$ cat config.mk
export PLATFORM = sky130hd
export DESIGN_NAME = kappa3_seq_ctrl
export DESIGN_NICKNAME = d
export VERILOG_FILES = /design/src/rtl/kappa3_pkg.sv /design/src/rtl/kappa3_wrbits.sv /design/src/rtl/kappa3_seq_ctrl.sv
export SDC_FILE = /design/constraint.sdc
export NUM_CORES = 1
export LEC_CHECK = 0
export ABC_AREA = 1
export BUFFER_PORTS_ARGS = -buffer_cell sky130_fd_sc_hd__buf_2
export CELL_PAD_IN_SITES_DETAIL_PLACEMENT = 0
export CELL_PAD_IN_SITES_GLOBAL_PLACEMENT = 1
export CORE_MARGIN = 10
export CORE_UTILIZATION = 37
export CTS_CLUSTER_SIZE = 24
export DETAILED_ROUTE_END_ITERATION = 16
export PLACE_DENSITY = 0.91
export SYNTH_ARGS = -nofsm -noshare
export SYNTH_HDL_FRONTEND = slang
export SYNTH_SLANG_ARGS = --single-unit
$ cat constraint.sdc
create_clock -name clock -period 3 [get_ports clock]
set_input_delay 0.15 -clock clock [delete_from_list [all_inputs] [get_ports clock]]
set_output_delay 0.15 -clock clock [all_outputs]
set_load 0.02 [all_outputs]
$ cat src/rtl/kappa3_pkg.sv
// rtl/kappa3_pkg.sv - shared phase, opcode and access-size definitions for KAPPA3
package kappa3_pkg;

  // Phase codes double as the one-hot cstate value; HALT is all zeros.
  typedef enum logic [3:0] {
    ST_HALT = 4'b0000,
    ST_IF   = 4'b0001,
    ST_DE   = 4'b0010,
    ST_EX   = 4'b0100,
    ST_WB   = 4'b1000
  } state_e;

  localparam logic [6:0] OP_LOAD  = 7'b0000011;
  localparam logic [6:0] OP_STORE = 7'b0100011;

  localparam logic [2:0] F3_B = 3'b000;
  localparam logic [2:0] F3_H = 3'b001;
  localparam logic [2:0] F3_W = 3'b010;
  localparam logic [2:0] F3_D = 3'b011;

endpackage

$ cat src/rtl/kappa3_wrbits.sv
// rtl/kappa3_wrbits.sv - byte-enable and alignment check for a memory access
module kappa3_wrbits
  import kappa3_pkg::*;
#(
  parameter  int NBYTE = 4,
  localparam int AW    = $clog2(NBYTE)
) (
  input  logic [2:0]       i_funct3,
  input  logic [AW-1:0]    i_addr_lo,
  output logic [NBYTE-1:0] o_wrbits,
  output logic             o_misal
);

  always_comb begin
    o_wrbits = '1;
    o_misal  = 1'b0;
    case (i_funct3)
      F3_B: o_wrbits = NBYTE'(1) << i_addr_lo;
      F3_H: begin
        o_wrbits = NBYTE'(3) << i_addr_lo;
        o_misal  = i_addr_lo[0];
      end
      F3_W: begin
        o_wrbits = NBYTE'(15) << i_addr_lo;
        o_misal  = |i_addr_lo[1:0];
      end
      // Doubleword only exists on a 64-bit datapath; otherwise it is a full-width access.
      F3_D: if (NBYTE == 8) o_misal = |i_addr_lo;
      default: ;
    endcase
  end

endmodule

$ cat src/rtl/kappa3_seq_ctrl.sv
// rtl/kappa3_seq_ctrl.sv - run/step/stop phase sequencer with memory wait and bus-error handling
module kappa3_seq_ctrl
  import kappa3_pkg::*;
#(
  parameter  int XLEN     = 32,
  parameter  int WAIT_MAX = 15,
  localparam int NBYTE    = XLEN / 8,
  localparam int AW       = $clog2(NBYTE)
) (
  input  logic             clock,
  input  logic             reset,
  input  logic             run,
  input  logic             step,
  input  logic             stop,
  input  logic [31:0]      ir,
  input  logic [XLEN-1:0]  addr,
  input  logic             mem_ready,
  output logic [3:0]       cstate,
  output logic             mem_req,
  output logic             mem_we,
  output logic [NBYTE-1:0] mem_wrbits,
  output logic             ir_ld,
  output logic             busy,
  output logic             bus_err,
  output logic [31:0]      instr_cnt
);

  state_e           r_state, w_next;
  logic             r_step, r_stop, r_bus_err;
  logic [7:0]       r_wait;
  logic [31:0]      r_cnt;
  logic             w_is_load, w_is_store, w_memop, w_misal;
  logic [NBYTE-1:0] w_bits;
  logic             w_wait, w_timeout, w_wb_err, w_wb_done, w_halt_req;
  logic             w_unused_bits;

  assign w_unused_bits = &{1'b0, addr[XLEN-1:AW], ir[31:15], ir[11:7]};

  kappa3_wrbits #(.NBYTE(NBYTE)) u_wrbits (
    .i_funct3  (ir[14:12]),
    .i_addr_lo (addr[AW-1:0]),
    .o_wrbits  (w_bits),
    .o_misal   (w_misal)
  );

  assign w_is_load  = (ir[6:0] == OP_LOAD);
  assign w_is_store = (ir[6:0] == OP_STORE);
  assign w_memop    = w_is_load | w_is_store;

  assign w_wait     = mem_req & ~mem_ready;
  assign w_timeout  = w_wait & (r_wait == 8'(WAIT_MAX - 1));
  assign w_wb_err   = (r_state == ST_WB) & w_memop & w_misal;
  assign w_wb_done  = (r_state == ST_WB) & ~w_wb_err & (~w_memop | mem_ready);
  // A stop arriving in the very cycle WB completes still counts as pending.
  assign w_halt_req = r_step | r_stop | stop | ~run;

  always_ff @(posedge clock or negedge reset) begin
    if (!reset) r_state <= ST_HALT;
    else        r_state <= w_next;
  end

  always_comb begin
    w_next = r_state;
    case (r_state)
      ST_HALT: if (run | step) w_next = ST_IF;
      ST_IF: begin
        if (mem_ready)      w_next = ST_DE;
        else if (w_timeout) w_next = ST_HALT;
      end
      ST_DE: w_next = ST_EX;
      ST_EX: w_next = ST_WB;
      ST_WB: begin
        if (w_wb_err | w_timeout) w_next = ST_HALT;
        else if (w_wb_done)       w_next = w_halt_req ? ST_HALT : ST_IF;
      end
      default: w_next = ST_HALT;
    endcase
  end

  always_comb begin
    mem_req    = (r_state == ST_IF) | ((r_state == ST_WB) & w_memop & ~w_misal);
    mem_we     = (r_state == ST_WB) & w_is_store & ~w_misal;
    mem_wrbits = mem_we ? w_bits : '0;
    ir_ld      = (r_state == ST_IF) & mem_ready;
  end

  always_ff @(posedge clock or negedge reset) begin
    if (!reset) begin
      r_step    <= 1'b0;
      r_stop    <= 1'b0;
      r_bus_err <= 1'b0;
      r_wait    <= '0;
      r_cnt     <= '0;
    end else begin
      r_wait <= w_wait ? r_wait + 8'd1 : 8'd0;
      if (r_state == ST_HALT) begin
        if (run | step) begin
          r_bus_err <= 1'b0;
          r_step    <= step;
        end
      end else begin
        if (stop) r_stop <= 1'b1;
        if (w_next == ST_HALT) begin
          r_step <= 1'b0;
          r_stop <= 1'b0;
        end
        if (w_timeout | w_wb_err) r_bus_err <= 1'b1;
        if (w_wb_done)            r_cnt     <= r_cnt + 32'd1;
      end
    end
  end

  assign cstate    = r_state;
  assign busy      = (r_state != ST_HALT);
  assign bus_err   = r_bus_err;
  assign instr_cnt = r_cnt;

endmodule

==> impl_metrics.yaml <==
timing:
  fmax_mhz: 532.6
  slew_headroom_pct: 30.41
  fin_crit_sh_pct: 62.59
  hold_viol: 0
  timing.hold.ws_ns: 0.02954
  setup_tns_ns: 0
  setup_viol: 0
  worstMarginPinSlew_ns: 1.044
  finalCriticalPeriod_ns: 1.878
  skew_ns: 0.003495
  rsz0062_at_grt: "no"
  finalMaxSlewViolations: 0
clock_tree:
  cts_root_buf: "clkbuf_8"
  cts.clk_slew.worst_paths_ns: 0.09
  ctsResizeCount: 0
  cts_hold_buf: 0
  post_cts_buffers: 0
  htree_levels: 2
  cts_buffer_depth: 2
  cts_made_buffers: 5
  clk-insertion-delay-late_ns: 0.30
  cts_tree: "built"
  cts_sinks: 47
cells_and_area:
  drive_gt1_share_pct: 21.92
  syn_to_final_growth_pct: 17.74
  antenna_cells: 0
  fin_util_pct: 44.61
  nets: 519
  fin_cells: 549
worst_setup_path:
  cp.arrival_ns: 2.11
  timing.rr.start: "cstate[1]$_DFF_PN0_"
  critPathCaptureType: "flip-flop"
  cp_max_fo: 30
  start_kind: "flip-flop"
  worstSetupPathType: "reg -> reg"
  crit_required_ns: 3.23
  cp-startpoint: "cstate[1]$_DFF_PN0_"
global_route:
  antenna_found_initial: 0
  grt_pass1_vias: 2522
  grt_pass1_wl_mm: 12.10
  grt_overflow_total: 0
  track_usage_pct: 12.41
  grt_start_max_net_pins: 48
outcome:
  status: "finished, final reports clean"
die:
  coreArea_mm2: 0.007727
  rows: 32
  dieArea_mm2: 0.01187
  die_h_um: 109.0
  io_pins: 115
  initial_core_util_pct: 37.89
  die_w_um: 109.0
route:
  antenna_left: 0
  viasPerCell: 4.723
  wl_mm: 7.354
  wl_per_cell_um: 13.40
  drt-initial-drc-count: 150
  dr.pass1.iters: 4
  vias: 2593
  drc_errors: 0
power_and_ir_drop:
  power.density_mw_per_mm2: 596.9
  finalPower_uw: 2057
  vdd_drop_max_mv: 0.1925
  leakage_uw: 0.001800
placement:
  dpl.cell_count: 541
  hpwl_mm: 5.804
  place_congestion: 0.8996
  port_buffers: 62
hold_path:
  hp-class: "in -> async"
yosys:
  synth_edf_count: 0
  ys_seq_area_share_pct: 40.17
  yosys_most_used_dff: "dfrtp_1"
  syn_nets: 454
  syn_inst: 381
  netlist_area_mm2: 0.002928
  ys_ff_latch: 47
  yosys_warnings: 0
  ys_types: 34
  syn_avg_cell_area_um2: 7.685
  ys_async_sr_fraction_pct: 100.0
run:
  drv_cap: 0
==> through the flow <==
| stage | instance area (um^2) | setup slack (ns) |
|---|---|---|
| 2_1_floorplan | 2928 | 1.364 |
| 3_3_place_gp | 3329 | 1.144 |
| 3_5_place_dp | 3329 | 1.106 |
| 4_1_cts | 3447 | 1.108 |
| 5_1_grt | 3447 | 0.9690 |
| 6_report | 3447 | 1.122 |
==> cell usage after synthesis, types with 2 or more instances <==
cell type	number	area, um^2
nand2_4	3	33.78
inv_2	4	15.01
inv_1	43	161.4
nor2_4	5	56.30
a21oi_1	9	45.04
o21ai_1	4	20.02
nand3_1	26	130.1
nor3_1	12	60.06
o21ai_0	9	45.04
xnor2_1	6	52.55
xor2_1	25	219.0
dfrtp_1	47	1176
nor3_2	7	70.07
nor3b_1	3	22.52
nand4_1	7	43.79
nand2_1	106	397.9
nor2_1	45	168.9
buf_2	2	10.01
ha_1	3	37.54
==> layout make-up <==
cell class,count,area [um^2]
repair buffers,62,310.3
fillers,797,4280
clock inverters,2,35.03
well taps,102,127.6
clock buffers,6,82.58
inverters,48,182.7
flip-flops and latches,47,1176
multi-input cells,282,1533
==> registers in the layout, indices dropped and copies added, names as in the netlist <==
| signal | count |
|---|---|
| r_stop | 1 |
| cstate | 4 |
| instr_cnt | 32 |
| r_wait | 8 |
| bus_err | 1 |
| r_step | 1 |
==> cell families (layout without fill, tap and decap cells) <==
| group | Yosys count | after routing | share of synthesized area (%) |
|---|---|---|---|
| AOI/OAI and AO/OA | 26 | 26 | 4.872 |
| xor gates and xnor gates | 31 | 31 | 9.273 |
| adders and majority gates | 3 | 3 | 1.282 |
| buffers and inverters | 52 | 118 | 7.478 |
| DFF | 47 | 47 | 40.17 |
| and+or+nand+nor | 222 | 222 | 36.92 |
==> placed cells by master (no fill, tap or decap), drive strengths merged, types with 2 or more instances in the layout <==
cell / count
nand3: 27
nor3b: 3
xor2: 25
o21ai: 14
dfrtp: 47
xnor2: 6
nand4: 9
buf: 62
nor2: 51
nand2: 110
nor3: 19
a21oi: 10
ha: 3
inv: 48
nor4: 2
clkbuf: 6
==> power breakdown <==
group,switching [uW],leakage [uW],internal (uW)
clock,218,0.0000612,270
sequential,123,0.000610,731
combinational,497,0.00113,219
==> routing by layer <==
layer | GRT usage [%] | routed length (um)
met1 | 16.44 | 3463
met2 | 20.01 | 3428
met3 | 2.714 | 382
met4 | 3.202 | 80
met5 | 0 | 0
==> critical path, cell delays in order (launching register included) <==
cell     delay [ns]
dfrtp_1        0.42
nor2_4         0.16
nand2_4        0.09
nor2_4         0.19
nand2_8        0.14
inv_4          0.30
nand2_1        0.20
nor3_2         0.15
xor2_1         0.15
==> worst paths after layout <==
check                                            to  slack [ns]  cells past startpoint
max in group asynchronous       r_wait[0]$_DFF_PN0_        2.34                      1
hold / removal             instr_cnt[0]$_DFFE_PN0P_        0.03                      1
hold reg to reg                 r_wait[0]$_DFF_PN0_        0.50                      1
setup / recovery           instr_cnt[9]$_DFFE_PN0P_        1.12                      8
min in group clock               r_step$_DFFE_PN0P_        0.11                      3
setup reg to reg           instr_cnt[9]$_DFFE_PN0P_        1.12                      8
Power figures use the tool's default switching activity.
